### config.mk
export PLATFORM = sky130hd
export DESIGN_NAME = uart_rx_keypad_flat
export DESIGN_NICKNAME = d
export VERILOG_FILES = /design/src/rtl/uart_rx_keypad_if.sv /design/src/rtl/uart_rx_keypad.sv /design/src/flat_wrapper.sv
export SDC_FILE = /design/constraint.sdc
export NUM_CORES = 1
export LEC_CHECK = 0
export BUFFER_PORTS_ARGS = -buffer_cell sky130_fd_sc_hd__buf_2
export CAP_MARGIN = 40
export CELL_PAD_IN_SITES_DETAIL_PLACEMENT = 1
export CELL_PAD_IN_SITES_GLOBAL_PLACEMENT = 2
export CORE_UTILIZATION = 39
export DETAILED_ROUTE_END_ITERATION = 8
export PLACE_DENSITY = 0.8
export SYNTH_ARGS = -nofsm -noshare
export SYNTH_HDL_FRONTEND = slang
export SYNTH_SLANG_ARGS = --single-unit
export TNS_END_PERCENT = 100
### constraint.sdc
create_clock -name clk -period 3.75 [get_ports clk]
set_input_delay 0.5625 -clock clk [delete_from_list [all_inputs] [get_ports clk]]
set_output_delay 0.5625 -clock clk [all_outputs]
set_load 0.02 [all_outputs]
### src/rtl/uart_rx_keypad_if.sv
// Signal bundle between the keypad return-path receiver and its host-side logic.
// The receiver takes the slave modport; whatever drives the serial line takes master.
interface uart_rx_keypad_if;
  logic       uart_rx;
  logic [7:0] rx_data;
  logic       rx_valid;
  logic       frame_err;
  logic [3:0] key_code;
  logic       key_valid;
  logic       pkt_err;
  logic       busy;

  modport master (
    output uart_rx,
    input  rx_data, rx_valid, frame_err, key_code, key_valid, pkt_err, busy
  );

  modport slave (
    input  uart_rx,
    output rx_data, rx_valid, frame_err, key_code, key_valid, pkt_err, busy
  );
endinterface

### src/rtl/uart_rx_keypad.sv
// 8N1 UART receiver plus a two-byte key packet decoder ("header, key char" -> 4-bit keypad code).
// Byte strobes come out one cycle after the stop sample; key strobes follow one cycle later.
module uart_rx_keypad #(
  parameter int         DELAY_FRAMES = 2812,
  parameter logic [7:0] HEADER       = 8'h32
) (
  input  logic             clk,
  input  logic             rst,
  uart_rx_keypad_if.slave  bus
);

  localparam int             CW       = $clog2(DELAY_FRAMES);
  localparam logic [CW-1:0]  CNT_FULL = CW'(DELAY_FRAMES - 1);
  localparam logic [CW-1:0]  CNT_HALF = CW'(DELAY_FRAMES / 2 - 1);

  typedef enum logic [2:0] {
    RX_IDLE,
    RX_START,
    RX_DATA,
    RX_STOP,
    RX_WAIT_HIGH
  } rx_state_t;

  typedef enum logic {
    PKT_WAIT_HDR,
    PKT_WAIT_KEY
  } pkt_state_t;

  logic [1:0]    sync_q, sync_d;
  logic          rxs;
  rx_state_t     rx_state_q, rx_state_d;
  logic [CW-1:0] cnt_q, cnt_d;
  logic [2:0]    idx_q, idx_d;
  logic [7:0]    shift_q, shift_d;
  logic [7:0]    rx_data_q, rx_data_d;
  logic          rx_valid_q, rx_valid_d;
  logic          frame_err_q, frame_err_d;
  pkt_state_t    pkt_state_q, pkt_state_d;
  logic [3:0]    key_code_q, key_code_d;
  logic          key_valid_q, key_valid_d;
  logic          pkt_err_q, pkt_err_d;
  logic [4:0]    key_dec;

  // Returns {valid, code}; only the sixteen keypad legends are accepted.
  function automatic logic [4:0] decode_key(input logic [7:0] c);
    logic [4:0] r;
    r = 5'h00;
    case (c)
      8'h30: r = {1'b1, 4'h0};
      8'h31: r = {1'b1, 4'h1};
      8'h32: r = {1'b1, 4'h2};
      8'h33: r = {1'b1, 4'h3};
      8'h34: r = {1'b1, 4'h4};
      8'h35: r = {1'b1, 4'h5};
      8'h36: r = {1'b1, 4'h6};
      8'h37: r = {1'b1, 4'h7};
      8'h38: r = {1'b1, 4'h8};
      8'h39: r = {1'b1, 4'h9};
      8'h41: r = {1'b1, 4'hA};
      8'h42: r = {1'b1, 4'hB};
      8'h43: r = {1'b1, 4'hC};
      8'h44: r = {1'b1, 4'hD};
      8'h23: r = {1'b1, 4'hE};
      8'h2A: r = {1'b1, 4'hF};
      default: r = 5'h00;
    endcase
    return r;
  endfunction

  assign rxs = sync_q[1];

  always_comb begin
    sync_d = {sync_q[0], bus.uart_rx};
  end

  // Receiver: the START check at half a bit re-centres every later sample mid-bit.
  always_comb begin
    rx_state_d  = rx_state_q;
    cnt_d       = cnt_q;
    idx_d       = idx_q;
    shift_d     = shift_q;
    rx_data_d   = rx_data_q;
    rx_valid_d  = 1'b0;
    frame_err_d = 1'b0;
    case (rx_state_q)
      RX_IDLE: begin
        if (!rxs) begin
          cnt_d      = '0;
          rx_state_d = RX_START;
        end
      end
      RX_START: begin
        if (cnt_q == CNT_HALF) begin
          cnt_d = '0;
          idx_d = 3'd0;
          if (rxs) rx_state_d = RX_IDLE;
          else     rx_state_d = RX_DATA;
        end else begin
          cnt_d = cnt_q + CW'(1);
        end
      end
      RX_DATA: begin
        if (cnt_q == CNT_FULL) begin
          cnt_d          = '0;
          shift_d[idx_q] = rxs;
          idx_d          = idx_q + 3'd1;
          if (idx_q == 3'd7) rx_state_d = RX_STOP;
        end else begin
          cnt_d = cnt_q + CW'(1);
        end
      end
      RX_STOP: begin
        if (cnt_q == CNT_FULL) begin
          cnt_d = '0;
          if (rxs) begin
            rx_data_d  = shift_q;
            rx_valid_d = 1'b1;
            rx_state_d = RX_IDLE;
          end else begin
            frame_err_d = 1'b1;
            rx_state_d  = RX_WAIT_HIGH;
          end
        end else begin
          cnt_d = cnt_q + CW'(1);
        end
      end
      RX_WAIT_HIGH: begin
        if (rxs) rx_state_d = RX_IDLE;
      end
      default: rx_state_d = RX_IDLE;
    endcase
  end

  // Packet decoder: in WAIT_KEY a "2" is a key, never a fresh header.
  always_comb begin
    pkt_state_d = pkt_state_q;
    key_code_d  = key_code_q;
    key_valid_d = 1'b0;
    pkt_err_d   = 1'b0;
    key_dec     = decode_key(rx_data_q);
    case (pkt_state_q)
      PKT_WAIT_HDR: begin
        if (rx_valid_q && rx_data_q == HEADER) pkt_state_d = PKT_WAIT_KEY;
      end
      PKT_WAIT_KEY: begin
        if (rx_valid_q) begin
          pkt_state_d = PKT_WAIT_HDR;
          if (key_dec[4]) begin
            key_code_d  = key_dec[3:0];
            key_valid_d = 1'b1;
          end else begin
            pkt_err_d = 1'b1;
          end
        end else if (frame_err_q) begin
          pkt_state_d = PKT_WAIT_HDR;
          pkt_err_d   = 1'b1;
        end
      end
      default: pkt_state_d = PKT_WAIT_HDR;
    endcase
  end

  always_ff @(posedge clk) begin
    if (rst) begin
      sync_q      <= 2'b11;
      rx_state_q  <= RX_IDLE;
      cnt_q       <= '0;
      idx_q       <= 3'd0;
      shift_q     <= 8'h00;
      rx_data_q   <= 8'h00;
      rx_valid_q  <= 1'b0;
      frame_err_q <= 1'b0;
      pkt_state_q <= PKT_WAIT_HDR;
      key_code_q  <= 4'h0;
      key_valid_q <= 1'b0;
      pkt_err_q   <= 1'b0;
    end else begin
      sync_q      <= sync_d;
      rx_state_q  <= rx_state_d;
      cnt_q       <= cnt_d;
      idx_q       <= idx_d;
      shift_q     <= shift_d;
      rx_data_q   <= rx_data_d;
      rx_valid_q  <= rx_valid_d;
      frame_err_q <= frame_err_d;
      pkt_state_q <= pkt_state_d;
      key_code_q  <= key_code_d;
      key_valid_q <= key_valid_d;
      pkt_err_q   <= pkt_err_d;
    end
  end

  assign bus.rx_data   = rx_data_q;
  assign bus.rx_valid  = rx_valid_q;
  assign bus.frame_err = frame_err_q;
  assign bus.key_code  = key_code_q;
  assign bus.key_valid = key_valid_q;
  assign bus.pkt_err   = pkt_err_q;
  assign bus.busy      = (rx_state_q != RX_IDLE);

endmodule

### src/flat_wrapper.sv
// flat-port wrapper written by rule: the top's interface ports become plain ports
module uart_rx_keypad_flat 
#(
  parameter int         DELAY_FRAMES = 2812,
  parameter logic [7:0] HEADER       = 8'h32
)
  (clk, rst, bus_uart_rx, bus_rx_data, bus_rx_valid, bus_frame_err, bus_key_code, bus_key_valid, bus_pkt_err, bus_busy);
  uart_rx_keypad_if bus_i ();
  input  logic clk;
  input  logic rst;
  input wire logic [$bits(bus_i.uart_rx)-1:0] bus_uart_rx;
  output wire logic [$bits(bus_i.rx_data)-1:0] bus_rx_data;
  output wire logic [$bits(bus_i.rx_valid)-1:0] bus_rx_valid;
  output wire logic [$bits(bus_i.frame_err)-1:0] bus_frame_err;
  output wire logic [$bits(bus_i.key_code)-1:0] bus_key_code;
  output wire logic [$bits(bus_i.key_valid)-1:0] bus_key_valid;
  output wire logic [$bits(bus_i.pkt_err)-1:0] bus_pkt_err;
  output wire logic [$bits(bus_i.busy)-1:0] bus_busy;
  assign bus_i.uart_rx = bus_uart_rx;
  assign bus_rx_data = bus_i.rx_data;
  assign bus_rx_valid = bus_i.rx_valid;
  assign bus_frame_err = bus_i.frame_err;
  assign bus_key_code = bus_i.key_code;
  assign bus_key_valid = bus_i.key_valid;
  assign bus_pkt_err = bus_i.pkt_err;
  assign bus_busy = bus_i.busy;
  uart_rx_keypad #(.DELAY_FRAMES(DELAY_FRAMES), .HEADER(HEADER)) u_core (.clk(clk), .rst(rst), .bus(bus_i));
endmodule
# After elaboration in Yosys (flattened, before gate mapping)
# Index checks and enable logic that the tools add are counted.
# W data, S select, Z words.
# word_totals
input_bits	3
ff_bits	45
ramBits	0
n_memories	0
elab_cells	95
latch_bits	0
romBits	0
# op_classes
bitwise_logic	4
reduce_logical	16
n_mux	30
add_sub_neg	2
div_mod_pow	0
n_eq_ne	29
n_mul	0
magnitude_cmp	2
shift	0
# op_table
cell	count
$eq A8 B6 Y1 const B	12
$pmux W5 S16	1
$mux W12	3
$pmux W12 S3	1
$eq A8 B7 Y1 const B	4
$mux W3	9
$pmux W3 S5	1
$add A12 B1 Y12 const B	1
$eq A12 B11 Y1 const B	1
$eq A12 B12 Y1 const B	1
$mux W1	10
$ne A2 B1 Y1 const B	5
$reduce_and A3 Y1	3
$bwmux W8	1
$eq A3 B2 Y1 const B	2
$eq A3 B3 Y1 const B	2
$pmux W3 S2	1
$reduce_and A6 Y1	1
$reduce_bool A3 Y1	2
$reduce_or A3 Y1	2
$lt A3 B4 Y1 const B	1
$not A1 Y1	4
$reduce_and A2 Y1	2
$reduce_or A2 Y1	2
10 further kinds	11

# Depth between registers and ports, before layout
# Gate-level depths: netlist of run 1.
# depth
ltp_word	5
depth_mapped	8
depth_no_buf	7

# Worst setup path after synthesis of run 1
# No wires, ideal clock.
# synth_path
kind	reg-to-reg
startpoint	register u_core.rx_data_q[0] (netlist: u_core.bus.rx_data[0])
endpoint	register u_core.key_code_q[0] (netlist: u_core.bus.key_code[0])
arrival_ns	1.629
path_stages_with_launch	7
synth_period_minus_slack_ns	1.716
setup_time_ns	0.086
setup_slack_ns	2.034
path_cell_list	dfxtp_1 buf_2 and4bb_2 a211oi_1 o32ai_2 o21ai_1 a221oi_2
# synth_between
elab_chain_cells	3
elab_cells_between_ends	18
classes_between	eq/ne (16); mux (1); reduce/logical (1)
# synth_lines
element	line_no	text
from (decl)	uart_rx_keypad.sv:35	logic [7:0] rx_data_q, rx_data_d;
from (signal assigned)	uart_rx_keypad.sv:183	rx_data_q <= rx_data_d;
$eq A8 B6 Y1 or $eq A8 B7 Y1 (tied branches)	uart_rx_keypad.sv:48	case (c)
$pmux W5 S16 (*)	uart_rx_keypad.sv:48	
$reduce_and A3 Y1 (no line)	--	
to (signal assigned)	uart_rx_keypad.sv:187	key_code_q <= key_code_d;
to (decl)	uart_rx_keypad.sv:39	logic [3:0] key_code_q, key_code_d;
# Every way passes the cells marked *; elsewhere a longest branch is shown, timed or not.
# A chain may end at the register's enable or synchronous reset.

# Final worst setup path of run 1
# layout_path
startpoint	register u_core.cnt_q[0]
endpoint	register u_core.cnt_q[6]
# layout_between
elab_chain_cells	3
elab_cells_between_ends	6
classes_between	add/sub (1); eq/ne (2); mux (3)
# layout_lines
element	line_no	text
from (decl)	uart_rx_keypad.sv:32	logic [CW-1:0] cnt_q, cnt_d;
from (signal assigned)	uart_rx_keypad.sv:180	cnt_q <= cnt_d;
$add A12 B1 Y12 (tied with other cells)	uart_rx_keypad.sv:99, uart_rx_keypad.sv:109, uart_rx_keypad.sv:124	
$mux W12, on equally long branches	uart_rx_keypad.sv:103, uart_rx_keypad.sv:113, uart_rx_keypad.sv:93	
$pmux W12 S3 (*)	uart_rx_keypad.sv:85	case (rx_state_q)
# Marked as above.

==> flow_summary.toml, run 1 <==
[pwr]
seqPwrFrac_pct = 51.0
p_per_area_mw_per_mm2 = 355.1
leakagePower_nw = 1.109
ir_drop_uv = 264.1
clkPwrFrac_pct = 45.6
p_sw_share_pct = 20.64
switching_power_mw = 0.1971
p_int_mw = 0.7577
power_frac_comb_pct = 3.4

[cts]
clockBufferDepth = 2
tritoncts = "built"
ctsHoldBuffers = 0
cts-root-buf = "clkbuf_8"
numCtsBuffers = 5
cts_resized = 0
cts.sinks = 45
htree_levels = 2
clkLatencyLatePin_ps = 300
cts_setup_buffers = 0
worst_setup_hold_path_clk_slew_ps = 90

[routing]
ant_nets = 0
vias = 2028
drt_iter0_drc = 97
wl_um = 5709
route.detailed.drc = 0
dr.pass1.iters = 4
wl_per_cell_um = 15.86
vias_per_cell = 5.633

[cells_and_area]
fin_nets = 291
area_delta_synth_final_pct = 9.867
fillCellCount = 707
multi_input_area_mm2 = 0.001424
drive_gt1_share_pct = 16.49
regArea_um2 = 900.9
n_antenna_cell = 0

[sta]
fmax_mhz = 488.2
hold_slack_ps = 430.8
fin_tns_setup_ps = 0
hold_viol = 0
worst_pin_slew_ps = 619.2
setup_viol = 0
min_period_ps = 2048
rsz0062_at_grt = "false"
slew_headroom_pct = 58.66
clock_skew_ps = 5.175
finalCritPeriodShare_pct = 54.62
drv_slew = 0

[global_routing]
grt_pass1_vias = 1983
track_usage_pct = 19.44
grt_max_degree = 38
grt-ovfl-total = 0
antenna_found_initial = 0
grt_pass1_wl_um = 9708

[die]
dieWidth_um = 81.22
start_util_pct = 40.85
pin_count = 20
row_count = 28
die_y_um = 81.22
coreArea_mm2 = 0.005991
die_area_mm2 = 0.006596

[hold_path]
min_path_type = "flip-flop to flip-flop"
whs_path_depth = 1

[synthesis]
ys.flop_type = "dfxtp_1"
synthArstFlopShare_pct = 0
synthCells = 277
synth.avg_cell_area_um2 = 8.835
syn_area_mm2 = 0.002447
syn_nets = 284
synth-seq-cells = 45
yosys_warnings = 0
synth-seq-area-share_pct = 36.81
synth_edf_count = 0
ys_types = 63

[job]
cap_viol_max_count = 0

[setup_path]
required_ps = 3940
worstPathArrival_ps = 2240
r2r_cells = 6
start_kind = "flip-flop"
crit_path_max_fanout = 15
cp-end-kind = "flip-flop"
worstSetupPathType = "flip-flop to flip-flop"

[placed_design]
port_buffers = 19
place.gp.congestion = 0.7546
dp_hpwl_um = 4048

[outcome]
outcome = "complete, no violations"
## power groups by stage
stage | Sequential (mW) | Combinational [mW] | Clock (mW)
after floorplan | 0.496 | 0.0265 | 0
after global placement | 0.498 | 0.0327 | 0
after detailed placement | 0.498 | 0.0328 | 0
after CTS | 0.487 | 0.0329 | 0.447
after global routing | 0.488 | 0.0364 | 0.465
final | 0.487 | 0.0325 | 0.435
## state kept, by name, indices dropped and copies added, names as in the netlist, 2 cells and up
signal,cells
u_core.cnt_q,12
u_core.bus.rx_data,8
u_core.shift_q,8
u_core.bus.key_code,4
u_core.idx_q,3
u_core.rx_state_q,3
u_core.sync_q,2
## metal layers
metal | up-vias | wire length [um] | track usage (%)
met3 | 8 | 121 | 3.708
met4 | 0 | 57 | 5.357
met1 | 987 | 3035 | 27.41
li1 | 1013 | - | -
met2 | 20 | 2495 | 29.92
met5 | - | 0 | 0
## kinds of logic (layout without fill, tap and decap cells)
kind of cell	Yosys count	in the layout	share of synthesized area (%)
simple gates	124	124	30.52
compound gates	53	53	16.77
flops	45	45	36.81
buf+inv	29	37	5.010
mux	19	19	7.771
fa+ha+maj	4	4	2.045
xor+xnor	3	3	1.074
## per-stage QoR
stage,instance area [um^2],power (mW),worst slack [ps],util [%],std cells
6_report,2689,0.9548,1702,44.88,360
5_1_grt,2689,0.9890,1538,44.88,360
4_1_cts,2689,0.9676,1704,44.88,360
3_5_place_dp,2555,0.5313,1717,42.65,352
3_3_place_gp,2555,0.5309,1789,42.65,352
2_1_floorplan,2447,0.5221,2034,-,277
## Yosys cell counts, drive strengths merged, types with 3 or more instances
| master | number | area share [%] |
|---|---|---|
| dfxtp | 45 | 37 |
| nor2 | 35 | 5.4 |
| mux2i | 19 | 7.8 |
| nand2 | 16 | 2.5 |
| nand3 | 13 | 2.7 |
| a21oi | 12 | 2.5 |
| clkbuf | 11 | 1.7 |
| buf | 9 | 1.9 |
| inv | 9 | 1.4 |
| o21ai | 7 | 1.4 |
| nand4 | 6 | 2.4 |
| nand2b | 5 | 1.3 |
| nor2b | 5 | 1.3 |
| nor3 | 5 | 1.0 |
| or2 | 5 | 1.3 |
| a31oi | 4 | 1.0 |
| and3 | 4 | 1.0 |
| and4 | 4 | 1.4 |
| ha | 4 | 2.0 |
| nand4b | 4 | 1.4 |
| o31ai | 4 | 1.8 |
| a221oi | 3 | 1.3 |
| a22oi | 3 | 0.92 |
| and4bb | 3 | 1.5 |
| nand3b | 3 | 0.92 |
| nor3b | 3 | 1.3 |
## worst max-delay path, stage by stage (launching register included)
cell	delay (ps)
dfxtp_1	420
ha_1	260
nand4bb_1	210
o31ai_4	340
a21boi_2	240
and3_1	230
a221o_1	250
## area by class of cell
class	instances	area share (%)
timing repair buffer	20	3.816
inverter	9	1.256
multi-input combinational	203	52.96
clock inverter	3	2.420
sequential	45	33.50
tap	75	3.490
clock buffer	5	2.559
## path summary, 6_finish.rpt
check / start / end / slack, ps
hold / removal: u_core.sync_q[0] / u_core.sync_q[1] / 430
setup reg to reg: u_core.cnt_q[0] / u_core.cnt_q[6] / 1700
setup / recovery: u_core.cnt_q[0] / u_core.cnt_q[6] / 1700
hold reg to reg: u_core.sync_q[0] / u_core.sync_q[1] / 430
## placed cells by master (no fill, tap or decap), drive strengths merged, types with 6 or more instances in the layout
| cell | n |
|---|---|
| o21ai | 7 |
| dfxtp | 45 |
| nor2 | 35 |
| a21oi | 12 |
| buf | 20 |
| nand3 | 13 |
| nand2 | 16 |
| mux2i | 19 |
| inv | 9 |
| nand4 | 6 |
Note: power is estimated with default switching activity, not from simulation.
==> inputs of run 2 (changes only) <==
ABC_AREA = 1   (was unset)
CORE_UTILIZATION = 33   (was 39)
PLACE_DENSITY = 0.75   (was 0.8)
clock period = 2 ns   (was 3.75 ns; I/O delays follow)
==> flow_summary.toml, run 2 <==
[cells_and_area]
drive_gt1_share_pct = 17.33
max_flop_register = "u_core.cnt_q"
final_common_cell = "nand2_1"
multi_input_area_mm2 = 0.001296
stdcell_count = 471
area_delta_synth_final_pct = 13.56
layout_common_cells = "nand2_1 (76), nor2_1 (51), dfxtp_1 (45)"
largest_reg_flops = 12
regArea_um2 = 900.9
fillCellCount = 922
fin_nets = 381
fin_area_mm2 = 0.002745
n_antenna_cell = 0

[sta]
min_period_ps = 1716
drv_slew = 0
fmax_mhz = 582.9
worst_pin_slew_ps = 350.2
hold_viol = 0
clock_skew_ps = 5.256
hold_slack_ps = 186.6
fin_tns_setup_ps = 0
rsz0062_at_grt = "false"
setup_viol = 0
finalCritPeriodShare_pct = 85.78
slew_headroom_pct = 76.44

[setup_path]
crit_path_max_fanout = 6
worstSetupPathType = "flip-flop to flip-flop"
cp-end-kind = "flip-flop"
r2r-start = "u_core.cnt_q[0]"
start_kind = "flip-flop"
required_ps = 2190
worstPathArrival_ps = 1910
crit_start = "u_core.cnt_q[0]"
r2r_cells = 8

[routing]
vias = 2211
ant_nets = 0
route.detailed.drc = 0
drt_iter0_drc = 80
wl_per_cell_um = 12.83
vias_per_cell = 4.694
wl_um = 6045
dr.pass1.iters = 3

[placed_design]
port_buffers = 19
post_dp_cell_area_mm2 = 0.002625
placed_cells = 463
place.gp.congestion = 0.8442
dp_hpwl_um = 4655

[cts]
cts-root-buf = "clkbuf_8"
worst_setup_hold_path_clk_slew_ps = 90
cts_resized = 0
ctsHoldBuffers = 0
tritoncts = "built"
clockBufferDepth = 2
clkLatencyLatePin_ps = 300
cts.sinks = 45
htree_levels = 2
cts_setup_buffers = 0
numCtsBuffers = 5

[pwr]
leakagePower_nw = 1.106
p_per_area_mw_per_mm2 = 671.1
power_mw = 1.842
ir_drop_uv = 372.9

[global_routing]
grt-ovfl-total = 0
track_usage_pct = 18.04
grt_max_degree = 22
grt_pass1_wl_um = 10700
antenna_found_initial = 0
grt_pass1_vias = 2270

[synthesis]
syn_area_mm2 = 0.002417
ys.flop_type = "dfxtp_1"
syn_nets = 356
synthArstFlopShare_pct = 0
synth-seq-area-share_pct = 37.27
yosysMostFrequentCell = "nand2_1"
synthTopCellsByArea = "dfxtp_1 (37%), nand2_1 (12%), nor2_1 (7.9%)"
synth.avg_cell_area_um2 = 6.926
synth_common_cells = "nand2_1 (76), nor2_1 (51), dfxtp_1 (45), inv_1 (36)"
synth_edf_count = 0
yosys_warnings = 0
synth-seq-cells = 45
synth_top_area_share_pct = 37.27
ys_types = 38
yosysTopAreaCell = "dfxtp_1"
synthCells = 349

[die]
die_area_mm2 = 0.007671
dieWidth_um = 87.59
start_util_pct = 34.81
die_y_um = 87.59
pin_count = 20
row_count = 30
coreArea_mm2 = 0.006944

[outcome]
outcome = "complete, no violations"

[hold_path]
whs_path_depth = 2
min_from = "bus_uart_rx"
min_path_type = "primary input to flip-flop"

[job]
cap_viol_max_count = 0
[run 2: cell count changes in the layout (fill, tap and decap cells not counted), moves of 5 or more]
cell      change
a21oi_1      +13
inv_1        +27
inv_2         +7
mux2i_1      -19
nand2_1      +60
nand2b_1      -5
nand3_1      +12
nor2_1       +16
nor2_2        +5
nor2b_1       -5
nor3_1        +8
o21ai_0       +6
[run 2: logic make-up after synthesis]
group	Yosys count	synth area share, %
xor+xnor	6	2.174
compound gates	47	10.97
flops	45	37.27
buf+inv	52	9.110
simple gates	195	38.41
fa+ha+maj	4	2.070
[run 2: per-stage QoR]
stage                     setup slack, ps  utilization, %
after floorplan                     515.6               -
after global placement              353.5           37.80
after detailed placement            284.5           37.80
after CTS                           258.1           39.53
after global routing                124.2           39.53
final                               284.5           39.53
[run 2: final timing paths]
kind	slack [ps]	endpoint
worst max register to register	280	u_core.cnt_q[5]
worst min register to register	420	u_core.sync_q[1]
worst max-delay path	280	u_core.cnt_q[5]
worst min-delay path	190	u_core.sync_q[0]
[run 2: worst max-delay path, stage by stage (launching register included)]
cell and delay [ps]:
dfxtp_1 400, ha_1 220, inv_1 110, nor3_4 200, nand3_4 140, nand3_1 120, nand3_1 120, nand2_1 220
nor3_1 70
[run 2: routing by layer]
metal | track usage, % | wire length, um | share of wire [%]
met4 | 5.812 | 86 | 1.4
met1 | 21.89 | 2899 | 48
met5 | 0 | 0 | 0
met3 | 2.356 | 77 | 1.3
met2 | 32.95 | 2981 | 49
[run 2: cell type report]
class / count / share of cell area (%)
repair buffers: 24 / 4.831
flip-flops and latches: 45 / 32.82
clock buffers: 6 / 3.008
multi-input cells: 252 / 47.22
inverters: 46 / 6.381
clock inverters: 2 / 1.367
well taps: 96 / 4.376
[run 2: report_power, final]
part           internal, mW  total, mW  switching (mW)
registers             0.907      0.921          0.0134
clock network         0.407      0.733           0.327
logic                0.0543      0.188           0.134
==> inputs of run 3 (changes only) <==
PLACE_DENSITY = unset   (was 0.75)
PLACE_DENSITY_LB_ADDON = 0.1   (was unset)
clock period = 1.6 ns   (was 2 ns; I/O delays follow)
==> flow_summary.toml, run 3 (synthesis results as in run 2) <==
[sta]
worst_slack_ps = 54.39
clock_skew_ps = 4.511
rsz0062_at_grt = "true"
min_period_ps = 1546
slew_headroom_pct = 75.74
fmax_mhz = 647.0
fin_tns_setup_ps = 0
setup_viol = 0
worst_pin_slew_ps = 361.2
hold_viol = 0
drv_slew = 0
finalCritPeriodShare_pct = 96.60

[die]
row_count = 30
start_util_pct = 34.81
die_y_um = 87.59
die_area_mm2 = 0.007671
dieWidth_um = 87.59
coreArea_mm2 = 0.006944
pin_count = 20

[setup_path]
worstPathArrival_ps = 1740
start_kind = "flip-flop"
required_ps = 1800
crit_chain = "ha_4 > inv_2 > nor3_4 > nand3_4 > nor2_4 > buf_4 > nand3_1 > nor3b_2"
worst_r2r_endpoint = "u_core.shift_q[4]"
r2r_cells = 8
r2r-start = "u_core.cnt_q[0]"
slowest_delay_ps = 390
worstSetupPathType = "flip-flop to flip-flop"
crit_path_max_fanout = 6
cp_slowest_cell = "dfxtp_4"
crit_start = "u_core.cnt_q[0]"
r2r_setup_slack_ps = 50
cp-end-kind = "flip-flop"
crit_end = "u_core.shift_q[4]"

[cells_and_area]
fin_nets = 396
n_antenna_cell = 0
postLayoutCoreUtil_pct = 43.96
largest_reg_flops = 12
area_delta_synth_final_pct = 26.29
layout_common_cells = "nand2_1 (64), nor2_1 (46), dfxtp_1 (39)"
fillCellCount = 909
final_common_cell = "nand2_1"
drive_gt1_share_pct = 30.00
max_flop_register = "u_core.cnt_q"

[routing]
vias = 2321
wl_per_cell_um = 13.34
wl_um = 6481
route.detailed.drc = 0
ant_nets = 0
vias_per_cell = 4.776
dr.pass1.iters = 2
drt_iter0_drc = 52

[hold_path]
min_path_type = "primary input to flip-flop"
min_from = "bus_uart_rx"

[placed_design]
place.gp.congestion = 0.7894
port_buffers = 19
dp_hpwl_um = 4831
dpl_worst_slack_ps = -51.38

[global_routing]
grt_max_degree = 17
grt_pass1_vias = 2132
grt_pass1_wl_um = 10540
track_usage_pct = 17.80
grt-ovfl-total = 0
antenna_found_initial = 0

[cts]
cts-root-buf = "clkbuf_8"
ctsHoldBuffers = 0
worst_setup_hold_path_clk_slew_ps = 90
htree_levels = 2
clockBufferDepth = 2
cts.sinks = 45
clkLatencyLatePin_ps = 300
numCtsBuffers = 5
tritoncts = "built"

[job]
cap_viol_max_count = 0

[pwr]
leakagePower_nw = 1.206
p_per_area_mw_per_mm2 = 793.8
ir_drop_uv = 277.1

[outcome]
outcome = "complete, no violations"
[run 3: routing by layer]
metal | share of wire, % | global-route usage, %
met5 | 0 | 0
met4 | 1.2 | 4.471
met3 | 1.7 | 2.828
met2 | 48 | 30.40
met1 | 49 | 23.50
[run 3: layout make-up]
type,count,area (um^2),share of cell area [%]
Multi-Input combinational cell,252,1445,47.34
Sequential cell,45,915.9,30.00
Timing Repair Buffer,39,269.0,8.811
Inverter,46,182.7,5.984
Tap cell,96,120.1,3.934
Clock buffer,6,82.58,2.705
Clock inverter,2,37.54,1.230
[run 3: worst min-delay path by stage]
| stage | slack, ps | cells past startpoint | to |
|---|---|---|---|
| 2_1_floorplan | 340 | 1 | u_core.sync_q[0] |
| 6_report | 120 | 2 | u_core.sync_q[0] |
| 3_3_place_gp | 400 | 1 | u_core.sync_q[1] |
| 4_1_cts | 110 | 2 | u_core.sync_q[0] |
| 5_1_grt | 110 | 2 | u_core.sync_q[0] |
| 3_5_place_dp | 400 | 1 | u_core.sync_q[1] |
[run 3: worst max-delay path: cells and delay by family, from the launching register on]
family | cells | cell delay, ps
fa+ha+maj | 1 | 140
flops | 1 | 390
simple gates | 5 | 720
buf+inv | 2 | 190
[run 3: report_power, final]
| group | switching [mW] | internal, mW | total [mW] |
|---|---|---|---|
| clock network | 0.411 | 0.508 | 0.920 |
| logic | 0.219 | 0.129 | 0.348 |
| registers | 0.0217 | 1.13 | 1.16 |
| total | 0.652 | 1.77 | 2.42 |
[run 3: repair_timing]
item                       CTS  global route
gates resized for setup      9            47
pin swaps                    0            17
buffers inserted             1             4
cloned                       0             0
setup endpoints to repair   23            33
[run 3: metrics by stage]
| step | power [mW] | instances | hold slack (ps) | area (um^2) |
|---|---|---|---|---|
| floorplan | 1.352 | 349 | 343.8 | 2417 |
| global placement | 1.441 | 473 | 399.1 | 2700 |
| detailed placement | 1.444 | 473 | 400.5 | 2700 |
| CTS | 2.379 | 482 | 111.8 | 2851 |
| global route | 2.540 | 486 | 107.6 | 3053 |
| finish | 2.423 | 486 | 115.9 | 3053 |
